==> src/rtl/uncache_ctrl_pkg.sv <==
`default_nettype none
// ============================================================================
//  Module      : uncache_ctrl_pkg
//  Description : Shared state encodings and bus access type codes for the
//                uncached access controller.
//  Revision    : 1.0 - initial release
// ============================================================================
package uncache_ctrl_pkg;

    // Controller states
    typedef enum logic [2:0] {
        IDLE  = 3'd0,
        RREQ  = 3'd1,
        RRESP = 3'd2,
        WREQ  = 3'd3,
        DONE  = 3'd4
    } state_t;

    // Bus access type codes
    localparam logic [2:0] C_TYPE_BYTE = 3'b000;
    localparam logic [2:0] C_TYPE_HALF = 3'b001;
    localparam logic [2:0] C_TYPE_WORD = 3'b010;

    // Map a pipeline access size onto the bus type code
    function automatic logic [2:0] size_to_type(input logic [1:0] size);
        return {1'b0, size};
    endfunction

endpackage
`default_nettype wire

==> src/rtl/uncache_ctrl_if.sv <==
`default_nettype none
// ============================================================================
//  Module      : uncache_ctrl_if
//  Description : Pipeline request/response and bus read/write channels of the
//                uncached access controller. The slave modport is the
//                controller's view; master is the surrounding environment
//                (pipeline plus memory bus).
//  Revision    : 1.0 - initial release
// ============================================================================
interface uncache_ctrl_if;

    // Pipeline side
    logic          valid;
    logic          op;
    logic [1:0]    size;
    logic [31:0]   addr;
    logic [3:0]    wstrb;
    logic [31:0]   wdata;
    logic          addr_ok;
    logic          data_ok;
    logic [31:0]   rdata;

    // Bus read request / return
    logic          rd_req;
    logic [2:0]    rd_type;
    logic [31:0]   rd_addr;
    logic          rd_rdy;
    logic          ret_valid;
    logic          ret_last;
    logic [31:0]   ret_data;

    // Bus write channel
    logic          wr_req;
    logic [2:0]    wr_type;
    logic [31:0]   wr_addr;
    logic [3:0]    wr_wstrb;
    logic [127:0]  wr_data;
    logic          wr_rdy;

    modport slave (
        input  valid, op, size, addr, wstrb, wdata,
        output addr_ok, data_ok, rdata,
        output rd_req, rd_type, rd_addr,
        input  rd_rdy, ret_valid, ret_last, ret_data,
        output wr_req, wr_type, wr_addr, wr_wstrb, wr_data,
        input  wr_rdy
    );

    modport master (
        output valid, op, size, addr, wstrb, wdata,
        input  addr_ok, data_ok, rdata,
        input  rd_req, rd_type, rd_addr,
        output rd_rdy, ret_valid, ret_last, ret_data,
        input  wr_req, wr_type, wr_addr, wr_wstrb, wr_data,
        output wr_rdy
    );

endinterface
`default_nettype wire

==> src/rtl/uncache_ctrl.sv <==
`default_nettype none
// ============================================================================
//  Module      : uncache_ctrl
//  Description : Single-outstanding uncached access controller. Accepts one
//                pipeline request, issues it as a single bus read or write,
//                and returns a one-cycle data_ok pulse on completion.
//  Revision    : 1.0 - initial release
// ============================================================================
module uncache_ctrl
    import uncache_ctrl_pkg::*;
#(
    parameter state_t RESET_STATE = IDLE
) (
    input  wire logic       clk,
    input  wire logic       rst,
    uncache_ctrl_if.slave   bus
);

    state_t        r_state;
    logic          r_op;
    logic [1:0]    r_size;
    logic [31:0]   r_addr;
    logic [3:0]    r_wstrb;
    logic [31:0]   r_wdata;
    logic [31:0]   r_rdata;
    logic          r_data_ok;
    logic          r_rd_req;
    logic          r_wr_req;

    // Acceptance is the only combinational output: idle and a request present
    assign bus.addr_ok  = (r_state == IDLE) && bus.valid;
    assign bus.data_ok  = r_data_ok;
    assign bus.rdata    = r_rdata;

    // Bus request fields come straight from the latched request, so they
    // cannot move while a request is stalled on rdy
    assign bus.rd_req   = r_rd_req;
    assign bus.rd_type  = size_to_type(r_size);
    assign bus.rd_addr  = r_addr;
    assign bus.wr_req   = r_wr_req;
    assign bus.wr_type  = size_to_type(r_size);
    assign bus.wr_addr  = r_addr;
    assign bus.wr_wstrb = r_wstrb;
    assign bus.wr_data  = {96'b0, r_wdata};

    // Request sequencing FSM; req/data_ok flags are set on entry to the
    // state that owns them and cleared on exit
    always_ff @(posedge clk) begin
        if (rst) begin
            r_state   <= RESET_STATE;
            r_op      <= 1'b0;
            r_size    <= 2'b00;
            r_addr    <= 32'h0;
            r_wstrb   <= 4'h0;
            r_wdata   <= 32'h0;
            r_rdata   <= 32'h0;
            r_data_ok <= 1'b0;
            r_rd_req  <= 1'b0;
            r_wr_req  <= 1'b0;
        end else begin
            case (r_state)
                IDLE: begin
                    if (bus.valid) begin
                        r_op    <= bus.op;
                        r_size  <= bus.size;
                        r_addr  <= bus.addr;
                        r_wstrb <= bus.wstrb;
                        r_wdata <= bus.wdata;
                        if (bus.op) begin
                            r_state  <= WREQ;
                            r_wr_req <= 1'b1;
                        end else begin
                            r_state  <= RREQ;
                            r_rd_req <= 1'b1;
                        end
                    end
                end
                RREQ: begin
                    if (bus.rd_rdy) begin
                        r_state  <= RRESP;
                        r_rd_req <= 1'b0;
                    end
                end
                RRESP: begin
                    // Non-final beats carry nothing for a single-word access
                    if (bus.ret_valid && bus.ret_last && !r_op) begin
                        r_rdata   <= bus.ret_data;
                        r_state   <= DONE;
                        r_data_ok <= 1'b1;
                    end
                end
                WREQ: begin
                    if (bus.wr_rdy) begin
                        r_state   <= DONE;
                        r_wr_req  <= 1'b0;
                        r_data_ok <= 1'b1;
                    end
                end
                DONE: begin
                    r_state   <= IDLE;
                    r_data_ok <= 1'b0;
                end
                default: begin
                    r_state   <= IDLE;
                    r_data_ok <= 1'b0;
                    r_rd_req  <= 1'b0;
                    r_wr_req  <= 1'b0;
                end
            endcase
        end
    end

endmodule
`default_nettype wire

==> src/flat_wrapper.sv <==
// flat-port wrapper written by rule: the top's interface ports become plain ports
module uncache_ctrl_flat import uncache_ctrl_pkg::*;
#(
    parameter state_t RESET_STATE = IDLE
)
  (clk, rst, bus_valid, bus_op, bus_size, bus_addr, bus_wstrb, bus_wdata, bus_addr_ok, bus_data_ok, bus_rdata, bus_rd_req, bus_rd_type, bus_rd_addr, bus_rd_rdy, bus_ret_valid, bus_ret_last, bus_ret_data, bus_wr_req, bus_wr_type, bus_wr_addr, bus_wr_wstrb, bus_wr_data, bus_wr_rdy);
  uncache_ctrl_if bus_i ();
  input  wire logic clk;
  input  wire logic rst;
  input wire logic [$bits(bus_i.valid)-1:0] bus_valid;
  input wire logic [$bits(bus_i.op)-1:0] bus_op;
  input wire logic [$bits(bus_i.size)-1:0] bus_size;
  input wire logic [$bits(bus_i.addr)-1:0] bus_addr;
  input wire logic [$bits(bus_i.wstrb)-1:0] bus_wstrb;
  input wire logic [$bits(bus_i.wdata)-1:0] bus_wdata;
  output wire logic [$bits(bus_i.addr_ok)-1:0] bus_addr_ok;
  output wire logic [$bits(bus_i.data_ok)-1:0] bus_data_ok;
  output wire logic [$bits(bus_i.rdata)-1:0] bus_rdata;
  output wire logic [$bits(bus_i.rd_req)-1:0] bus_rd_req;
  output wire logic [$bits(bus_i.rd_type)-1:0] bus_rd_type;
  output wire logic [$bits(bus_i.rd_addr)-1:0] bus_rd_addr;
  input wire logic [$bits(bus_i.rd_rdy)-1:0] bus_rd_rdy;
  input wire logic [$bits(bus_i.ret_valid)-1:0] bus_ret_valid;
  input wire logic [$bits(bus_i.ret_last)-1:0] bus_ret_last;
  input wire logic [$bits(bus_i.ret_data)-1:0] bus_ret_data;
  output wire logic [$bits(bus_i.wr_req)-1:0] bus_wr_req;
  output wire logic [$bits(bus_i.wr_type)-1:0] bus_wr_type;
  output wire logic [$bits(bus_i.wr_addr)-1:0] bus_wr_addr;
  output wire logic [$bits(bus_i.wr_wstrb)-1:0] bus_wr_wstrb;
  output wire logic [$bits(bus_i.wr_data)-1:0] bus_wr_data;
  input wire logic [$bits(bus_i.wr_rdy)-1:0] bus_wr_rdy;
  assign bus_i.valid = bus_valid;
  assign bus_i.op = bus_op;
  assign bus_i.size = bus_size;
  assign bus_i.addr = bus_addr;
  assign bus_i.wstrb = bus_wstrb;
  assign bus_i.wdata = bus_wdata;
  assign bus_addr_ok = bus_i.addr_ok;
  assign bus_data_ok = bus_i.data_ok;
  assign bus_rdata = bus_i.rdata;
  assign bus_rd_req = bus_i.rd_req;
  assign bus_rd_type = bus_i.rd_type;
  assign bus_rd_addr = bus_i.rd_addr;
  assign bus_i.rd_rdy = bus_rd_rdy;
  assign bus_i.ret_valid = bus_ret_valid;
  assign bus_i.ret_last = bus_ret_last;
  assign bus_i.ret_data = bus_ret_data;
  assign bus_wr_req = bus_i.wr_req;
  assign bus_wr_type = bus_i.wr_type;
  assign bus_wr_addr = bus_i.wr_addr;
  assign bus_wr_wstrb = bus_i.wr_wstrb;
  assign bus_wr_data = bus_i.wr_data;
  assign bus_i.wr_rdy = bus_wr_rdy;
  uncache_ctrl #(.RESET_STATE(RESET_STATE)) u_core (.clk(clk), .rst(rst), .bus(bus_i));
endmodule
==> config.mk <==
export PLATFORM = sky130hd
export DESIGN_NAME = uncache_ctrl_flat
export DESIGN_NICKNAME = d
export VERILOG_FILES = /design/src/rtl/uncache_ctrl_pkg.sv /design/src/rtl/uncache_ctrl_if.sv /design/src/rtl/uncache_ctrl.sv /design/src/flat_wrapper.sv
export SDC_FILE = /design/constraint.sdc
export NUM_CORES = 1
export LEC_CHECK = 0
export ABC_CLOCK_PERIOD_IN_PS = 2000
export CAP_MARGIN = 20
export CORE_AREA = 10 10 132 134
export CTS_CLUSTER_DIAMETER = 40
export DETAILED_ROUTE_END_ITERATION = 10
export DIE_AREA = 0 0 142 144
export PLACE_DENSITY = 0.8
export SYNTH_ARGS = -nofsm -noshare
export SYNTH_HDL_FRONTEND = slang
export SYNTH_SLANG_ARGS = --single-unit
==> constraint.sdc <==
create_clock -name clk -period 2 [get_ports clk]
set_clock_uncertainty 0.2 [all_clocks]
set_input_delay 0.2 -clock clk [delete_from_list [all_inputs] [get_ports clk]]
set_output_delay 0.2 -clock clk [all_outputs]
set_load 0.02 [all_outputs]
==> impl_metrics.env, run 1 <==
export IMPL_antenna_found_initial=0
export IMPL_fmaxAchievable_mhz=526
export IMPL_grt_usage_pct=14.1
export IMPL_gp_congestion=0.752
export IMPL_row_count=45
export IMPL_rsz0062_at_grt="no"
export IMPL_start_util_pct=35.1
export IMPL_p_comb_share_pct=29.2
export IMPL_drv_slew=0
export IMPL_synth_warnings=0
export IMPL_tightest_slew_ns=0.543
export IMPL_clock_path_buffers=2
export IMPL_ant_nets=0
export IMPL_drv_cap=0
export IMPL_p_switching_mw=1.99
export IMPL_ioPinCount=348
export IMPL_drt_iter0_drc=133
export IMPL_finalNetCount=930
export IMPL_synthCells=621
export IMPL_async_flop_share_pct=0
export IMPL_die_x_um=142
export IMPL_crit_path_end_kind="output port"
export IMPL_post_route_period_util_pct=95.0
export IMPL_avgSynthCellArea_um2=8.40
export IMPL_crit_fanout=2
export IMPL_grt_max_degree=73
export IMPL_cp_required_ns=1.60
export IMPL_worstReg2RegStart="u_core.r_state[2]"
export IMPL_worst_hold_path_type="input pin to flop"
export IMPL_cts_hold_repair_buffers=0
export IMPL_avgViaCountPerCell=4.25
export IMPL_arrival_ns=1.50
export IMPL_vias=4309
export IMPL_drive_above_1_share_pct=3.88
export IMPL_clockRootBuffer="clkbuf_16"
export IMPL_max_vdd_ir_drop_uv=470
export IMPL_numCtsBuffers=9
export IMPL_wl_per_cell_um=15.5
export IMPL_syn_to_final_growth_pct=44.4
export IMPL_r2r_end="u_core.r_wdata[11]"
export IMPL_finalHoldViolCount=0
export IMPL_grt_ovfl_total=0
export IMPL_synth_area_leaders="dfxtp_1 (42%), buf_4 (20%), nand2_1 (10%)"
export IMPL_power_leakage_nw=2.86
export IMPL_grt_pass1_vias=4256
export IMPL_dieArea_um2=20400
export IMPL_cts_sinks=109
export IMPL_r2r_setup_slack_ns=0.15
export IMPL_power_frac_seq_pct=40.3
export IMPL_coreArea_um2=14900
export IMPL_setup_violations=0
export IMPL_p_per_area_nw_per_um2=812
export IMPL_p_int_mw=4.13
export IMPL_path_cells="or4b_4 > clkinv_8 > buf_2"
export IMPL_routed_wl_um=15700
export IMPL_reg2regPathDepth=6
export IMPL_worstSetupPathType="flop to output port"
export IMPL_drc=0
export IMPL_clkTransAtPathRegs_ns=0.07
export IMPL_dp_hpwl_um=12300
export IMPL_grt_pass1_wl_um=23000
export IMPL_synthFlopType="dfxtp_1"
export IMPL_syn_area_um2=5220
export IMPL_cp_start_kind="flop"
export IMPL_power_mw=6.12
export IMPL_hold_end="u_core.bus.wr_req"
export IMPL_cts_htree_levels=3
export IMPL_synth_edff_count=0
export IMPL_cpPeakStageDelay_ns=0.59
export IMPL_worstHoldStart="rst"
export IMPL_synth_common_cells="nand2_1 (145), buf_4 (136), dfxtp_1 (109)"
export IMPL_synth_top_area_share_pct=41.8
export IMPL_yosysTopAreaCell="dfxtp_1"
export IMPL_crit_slowest_cell="or4b_4"
export IMPL_post_route_min_period_ns=1.90
export IMPL_clockPowerShare_pct=30.5
export IMPL_clk_latency_ns=0.35
export IMPL_place_inst=997
export IMPL_switching_share_pct=32.5
export IMPL_cts_tree="done"
export IMPL_port_buffers=249
export IMPL_yosysMostFrequentCell="nand2_1"
export IMPL_die_h_um=144
export IMPL_hold_depth=2
export IMPL_synth_distinct_cells=29
export IMPL_max_slew_margin_pct=63.8
export IMPL_ys_ff_latch=109
export IMPL_drt_pass1_iterations=4
export IMPL_outcome="completed"
export IMPL_diodes=0
export IMPL_yosysSeqAreaShare_pct=41.8
export IMPL_final_cell_count_no_fill=1013
## timing repair
action,in CTS,in global routing
setup endpoints to repair,1,1
resized for setup,5,1
setup buffers,0,0
gates cloned,0,0
pin swaps,0,0
## registers in the layout, summed over array words and instances (netlist names)
register and count:
u_core.r_state 3, u_core.bus.wr_wstrb 4, u_core.r_size 2, u_core.r_op 1, u_core.bus.rdata 32, u_core.bus.rd_req 1
u_core.bus.data_ok 1, u_core.r_wdata 32, u_core.bus.wr_req 1, u_core.bus.rd_addr 32
## power by group through the flow
| stage | clock [mW] | combinational, mW | sequential, mW |
|---|---|---|---|
| final | 1.87 | 1.79 | 2.46 |
| after detailed placement | 0 | 1.80 | 2.51 |
| after CTS | 1.94 | 1.80 | 2.47 |
| after global routing | 2.02 | 1.93 | 2.49 |
| after global placement | 0 | 1.78 | 2.51 |
| after floorplan | 0 | 1.02 | 2.70 |
## metrics by stage
stage	cell area (um2)	utilization, %	hold slack [ns]	setup slack [ns]	TNS [ns]
after global routing	7530	50.7	0.0481	0.0339	0
after detailed placement	7230	48.6	0.246	-0.373	-16.24
final	7530	50.7	0.0410	0.0998	0
after global placement	7230	48.6	0.240	-0.373	-16.22
after floorplan	5580	-	0.136	0.264	0
after CTS	7530	50.7	0.0210	0.0393	0
## how the worst max path moves through the flow
stage | from | endpoint | slack (ns) | cells past startpoint
after floorplan | u_core.r_state[2] | u_core.bus.rd_addr[0] | 0.26 | 7
after global routing | u_core.r_state[2] | bus_addr_ok | 0.03 | 3
after global placement | bus_valid | bus_addr_ok | -0.37 | 4
after detailed placement | bus_valid | bus_addr_ok | -0.37 | 4
final | u_core.r_state[2] | bus_addr_ok | 0.1 | 3
after CTS | u_core.r_state[2] | u_core.bus.rd_req | 0.04 | 3
## metal layers
metal	track usage, %	up-vias	share of wire, %
li1	-	2142	-
met1	14.8	1946	38
met2	23.2	209	48
met3	8.53	12	13
met4	4.09	0	1.3
met5	0	-	0
## kinds of logic (layout without fill, tap and decap cells)
logic type / after synthesis / in the layout / share of synthesized area, %
multiplexers: 33 / 33 / 6.33
AO/OA/AOI/OAI: 81 / 81 / 8.03
buffers and inverters: 171 / 278 / 23.5
other: 1 / 98 / 0.0719
AND/OR/NAND/NOR: 226 / 226 / 20.2
flip-flops: 109 / 109 / 41.8
## critical path: cells and delay by family, from the launching register on
family,cells,cell delay [ns]
flops,1,0.31
simple gates,1,0.59
buf+inv,2,0.24
## placed cells by master (no fill, tap or decap), drive strengths merged, types with 2 or more instances in the layout
master and n:
nand3 2, dfxtp 109, nand2 145, o21ai 3, conb 98, a21oi 73, buf 12, inv 5
mux2i 33, nor2 4, nor3 2, clkbuf 9, clkinv 3, clkdlybuf4s50 247, nand2b 65
## area by class of cell
class | count | area, um2
Clock buffer | 9 | 225
Clock inverter | 7 | 82.6
Fill cell | 1415 | 7330
Inverter | 3 | 23.8
Multi-Input combinational cell | 438 | 2180
Sequential cell | 109 | 2180
Tap cell | 188 | 235
Timing Repair Buffer | 259 | 2600
Power figures use the tool's default switching activity.
==> inputs of run 2 (changes only) <==
--- a/config.mk
+++ b/config.mk
@@ -11,6 +11,7 @@
 export CTS_CLUSTER_DIAMETER = 40
 export DETAILED_ROUTE_END_ITERATION = 10
 export DIE_AREA = 0 0 142 144
+export MAX_ROUTING_LAYER = met4
 export PLACE_DENSITY = 0.8
 export SYNTH_ARGS = -nofsm -noshare
 export SYNTH_HDL_FRONTEND = slang
==> run 2 against run 1 <==
  * Die area unchanged
  * Clock power hardly changed
  * Cell count unchanged
  * Critical path depth is the same
  * Global-route usage up 0.40 points
  * Sequential share of layout area stayed put
  * Count of clock-buffer cells in the layout is the same
  * Non-clock buffer count unchanged
  * Power is essentially flat
  * Via count increased by 0.28%
  * Worst setup slack better by 0.00064 ns
  * Sequential cell count unchanged
  * Critical endpoint unchanged
==> impl_metrics.env, run 2 (synthesis gave the netlist of run 1 again) <==
export IMPL_outcome="completed"
export IMPL_r2r_setup_slack_ns=0.15
export IMPL_met2_usage_pct=23.3
export IMPL_avgViaCountPerCell=4.27
export IMPL_diodes=0
export IMPL_r2r_end="u_core.r_wdata[11]"
export IMPL_vias=4321
export IMPL_grt_max_degree=73
export IMPL_place_ws_ns=-0.373
export IMPL_reg2regPathDepth=6
export IMPL_drt_pass1_iterations=4
export IMPL_cpPeakStageDelay_ns=0.59
export IMPL_drv_cap=0
export IMPL_clkTransAtPathRegs_ns=0.07
export IMPL_drt_iter0_drc=138
export IMPL_clockRootBuffer="clkbuf_16"
export IMPL_clk_latency_ns=0.35
export IMPL_worstSetupStartpoint="u_core.r_state[2]"
export IMPL_crit_fanout=2
export IMPL_row_count=45
export IMPL_worst_path_buf_inv=2
export IMPL_cp_top_family="simple AND/OR/NAND/NOR gates"
export IMPL_dieArea_um2=20400
export IMPL_worst_hold_path_type="input pin to flop"
export IMPL_design_area_um2=7530
export IMPL_die_x_um=142
export IMPL_grt_util_met1_pct=15.7
export IMPL_p_per_area_nw_per_um2=812
export IMPL_die_h_um=144
export IMPL_final_cell_count_no_fill=1013
export IMPL_dp_hpwl_um=12300
export IMPL_grt_ovfl_total=0
export IMPL_tightest_slew_ns=0.551
export IMPL_fmaxAchievable_mhz=526
export IMPL_fin_tns_setup_ns=0
export IMPL_ant_nets=0
export IMPL_post_route_period_util_pct=95.0
export IMPL_port_buffers=249
export IMPL_cts_hold_repair_buffers=0
export IMPL_power_mw=6.11
export IMPL_worstReg2RegStart="u_core.r_state[2]"
export IMPL_power_leakage_nw=2.86
export IMPL_hold_ws_ns=0.0407
export IMPL_cp_start_kind="flop"
export IMPL_crit_path_end_kind="output port"
export IMPL_coreArea_um2=14900
export IMPL_cp_required_ns=1.60
export IMPL_endpoint="bus_addr_ok"
export IMPL_ioPinCount=348
export IMPL_path_cells="or4b_4 > clkinv_8 > buf_2"
export IMPL_cp_depth=3
export IMPL_start_util_pct=35.1
export IMPL_timing_final_ws_setup_ns=0.100
export IMPL_cts_sinks=109
export IMPL_grt_pass1_wl_um=22900
export IMPL_fin_util_pct=50.7
export IMPL_worstSetupPathType="flop to output port"
export IMPL_drc=0
export IMPL_post_cts_setup_buffers=0
export IMPL_max_slew_margin_pct=63.3
export IMPL_gp_congestion=0.761
export IMPL_grtUsageMet3_pct=6.95
export IMPL_gr_max_usage_layer="met2"
export IMPL_grt_usage_pct=14.5
export IMPL_max_vdd_ir_drop_uv=471
export IMPL_finalHoldViolCount=0
export IMPL_mostFrequentLayoutCells="clkdlybuf4s50_1 (247), nand2_1 (145), dfxtp_1 (109)"
export IMPL_post_dp_cell_area_um2=7230
export IMPL_antenna_found_initial=0
export IMPL_syn_to_final_growth_pct=44.4
export IMPL_cts_htree_levels=3
export IMPL_numCtsBuffers=9
export IMPL_cts_tree="done"
export IMPL_arrival_ns=1.50
export IMPL_drv_slew=0
export IMPL_layout_commonest_cell="clkdlybuf4s50_1"
export IMPL_grt_pass1_vias=4277
export IMPL_wl_per_cell_um=15.5
export IMPL_routed_wl_um=15700
export IMPL_finalNetCount=930
export IMPL_rsz0062_at_grt="no"
export IMPL_drive_above_1_share_pct=3.88
export IMPL_post_route_min_period_ns=1.90
export IMPL_clock_path_buffers=2
export IMPL_crit_slowest_cell="or4b_4"
export IMPL_setup_violations=0
export IMPL_place_inst=997
run 2: cell counts in the layout (fill, tap and decap cells not counted):
Identical to the previous run, type by type.
run 2: worst min path at each step:
| stage | from | end | slack [ns] | depth (start not counted) |
|---|---|---|---|---|
| finish | rst | u_core.bus.wr_req | 0.04 | 2 |
| global route | rst | u_core.r_op | 0.05 | 2 |
| CTS | rst | u_core.r_op | 0.02 | 2 |
| detailed placement | u_core.r_wdata[26] | u_core.r_wdata[26] | 0.25 | 2 |
| global placement | u_core.r_wdata[10] | u_core.r_wdata[10] | 0.24 | 2 |
| floorplan | bus_addr[6] | u_core.bus.rd_addr[6] | 0.14 | 2 |
run 2: what timing repair did:
item,4_1_cts,5_1_grt
endpoints found under the setup margin,1,1
pin swaps,0,0
gates resized for setup,5,1
run 2: area by class of cell:
cell class	count	area, um2
repair buffers	259	2600
inverters	3	23.8
flip-flops and latches	109	2180
multi-input cells	438	2180
fillers	1415	7330
clock buffers	9	225
well taps	188	235
clock inverters	7	82.6
run 2: report_power, final:
group | total (mW) | switching (mW) | internal, mW
Clock | 1.86 | 0.870 | 0.995
Combinational | 1.79 | 1.00 | 0.786
Sequential | 2.46 | 0.113 | 2.35
run 2: layer usage:
metal / part of all wire (%) / up-vias
li1: - / 2140
met1: 40 / 1958
met2: 48 / 210
met3: 10 / 13
met4: 1.2 / 0
met5: 0 / -
==> inputs of run 3 (changes only) <==
--- a/config.mk
+++ b/config.mk
@@ -11,6 +11,8 @@
 export CTS_CLUSTER_DIAMETER = 40
 export DETAILED_ROUTE_END_ITERATION = 10
 export DIE_AREA = 0 0 142 144
+export GPL_TIMING_DRIVEN = 1
+export HOLD_SLACK_MARGIN = 0.03
 export MAX_ROUTING_LAYER = met4
 export PLACE_DENSITY = 0.8
 export SYNTH_ARGS = -nofsm -noshare
==> run 3 against run 2 <==
  * Register-to-register slack barely moved
  * Die area did not move
  * Combinational power barely moved
  * Worst setup slack barely moved
  * Clock power barely moved
  * Sequential cell count did not move
  * Wire length barely moved
  * Critical endpoint unchanged
==> impl_metrics.env, run 3 (synthesis gave the netlist of run 1 again) <==
export IMPL_layout_commonest_cell="clkdlybuf4s50_1"
export IMPL_cp_required_ns=1.60
export IMPL_fin_tns_setup_ns=0
export IMPL_post_route_period_util_pct=95.0
export IMPL_p_comb_share_pct=29.3
export IMPL_tightest_slew_ns=0.552
export IMPL_power_leakage_nw=2.86
export IMPL_r2r_setup_slack_ns=0.15
export IMPL_worstReg2RegStart="u_core.r_state[2]"
export IMPL_diodes=0
export IMPL_port_buffers=249
export IMPL_p_per_area_nw_per_um2=811
export IMPL_outcome="completed"
export IMPL_drt_iter0_drc=156
export IMPL_cts_htree_levels=3
export IMPL_worstSetupPathType="flop to output port"
export IMPL_timing_final_ws_setup_ns=0.100
export IMPL_arrival_ns=1.50
export IMPL_worst_hold_path_type="input pin to flop"
export IMPL_worstHoldStart="bus_wdata[14]"
export IMPL_drc=0
export IMPL_post_route_min_period_ns=1.90
export IMPL_drt_pass1_iterations=4
export IMPL_row_count=45
export IMPL_r2r_end="u_core.r_wdata[11]"
export IMPL_clockPowerShare_pct=30.5
export IMPL_post_dp_cell_area_um2=7230
export IMPL_grt_max_degree=73
export IMPL_cts_tree="done"
export IMPL_max_vdd_ir_drop_uv=471
export IMPL_dp_hpwl_um=12300
export IMPL_p_int_mw=4.13
export IMPL_final_cell_count_no_fill=1014
export IMPL_switching_share_pct=32.5
export IMPL_power_mw=6.12
export IMPL_drive_above_1_share_pct=3.87
export IMPL_grt_pass1_wl_um=23000
export IMPL_rsz0062_at_grt="no"
export IMPL_design_area_um2=7540
export IMPL_hold_ws_ns=0.183
export IMPL_p_switching_mw=1.99
export IMPL_place_inst=997
export IMPL_drv_cap=0
export IMPL_avgViaCountPerCell=4.25
export IMPL_ant_nets=0
export IMPL_clockRootBuffer="clkbuf_16"
export IMPL_die_h_um=144
export IMPL_grt_usage_pct=14.5
export IMPL_vias=4314
export IMPL_ioPinCount=348
export IMPL_drv_slew=0
export IMPL_finalNetCount=931
export IMPL_wl_per_cell_um=15.4
export IMPL_crit_fanout=2
export IMPL_hold_depth=3
export IMPL_numCtsBuffers=9
export IMPL_post_cts_setup_buffers=0
export IMPL_power_frac_seq_pct=40.2
export IMPL_grt_pass1_vias=4283
export IMPL_coreArea_um2=14900
export IMPL_die_x_um=142
export IMPL_grt_ovfl_total=0
export IMPL_start_util_pct=35.1
export IMPL_gp_congestion=0.761
export IMPL_max_slew_margin_pct=63.2
export IMPL_crit_path_end_kind="output port"
export IMPL_dieArea_um2=20400
export IMPL_routed_wl_um=15700
export IMPL_clk_latency_ns=0.35
export IMPL_cp_start_kind="flop"
export IMPL_finalHoldViolCount=0
export IMPL_fin_util_pct=50.7
export IMPL_place_ws_ns=-0.373
export IMPL_num_fill_cells=1414
export IMPL_hold_end="u_core.r_wdata[14]"
export IMPL_clock_path_buffers=2
export IMPL_cts_sinks=109
export IMPL_clkTransAtPathRegs_ns=0.08
export IMPL_reg2regPathDepth=6
export IMPL_mostFrequentLayoutCells="clkdlybuf4s50_1 (247), nand2_1 (145), dfxtp_1 (109)"
export IMPL_syn_to_final_growth_pct=44.6
export IMPL_antenna_found_initial=0
export IMPL_fmaxAchievable_mhz=526
export IMPL_setup_violations=0
==> run 3: changes by cell type in the layout (fill, tap and decap cells not counted), sizes merged <==
cell         before  now
dlygate4sd3       0    1
==> run 3: how the worst max path moves through the flow <==
stage	from	endpoint	slack, ns	cells past startpoint
2_1_floorplan	u_core.r_state[2]	u_core.bus.rd_addr[0]	0.26	7
3_3_place_gp	bus_valid	bus_addr_ok	-0.37	4
3_5_place_dp	bus_valid	bus_addr_ok	-0.37	4
4_1_cts	u_core.r_state[2]	u_core.bus.rd_req	0.04	3
5_1_grt	u_core.r_state[2]	bus_addr_ok	0.03	3
6_report	u_core.r_state[2]	bus_addr_ok	0.10	3
==> run 3: metal layers <==
layer	global-route usage [%]	up-vias	part of all wire [%]
li1	-	2140	-
met1	15.8	1956	40
met2	23.3	205	48
met3	6.99	13	10
met4	4.09	0	1.2
met5	-	-	0
==> run 3: repair_timing <==
action	in CTS	in global routing
hold endpoints to repair	2	0
pin swaps	0	0
endpoints found under the setup margin	1	1
hold buffers	1	0
gates resized for setup	5	1
==> run 3: area by class of cell <==
class,instances,area (um2),area share [%]
Clock inverter,7,82.6,1.09
Multi-Input combinational cell,438,2180,28.9
Timing Repair Buffer,260,2610,34.6
Clock buffer,9,225,2.99
Sequential cell,109,2180,28.9
Tap cell,188,235,3.12
Inverter,3,23.8,0.315
==> run 3: critical path, cell delays in order (launching register included) <==
cell	delay, ns
dfxtp_1	0.31
or4b_4	0.59
clkinv_8	0.06
buf_2	0.18
==> run 3: power groups by stage <==
stage,combinational [mW],sequential [mW],clock (mW)
6_report,1.79,2.46,1.87
5_1_grt,1.93,2.49,2.02
4_1_cts,1.80,2.47,1.94
3_5_place_dp,1.80,2.51,0
3_3_place_gp,1.78,2.51,0
2_1_floorplan,1.02,2.70,0
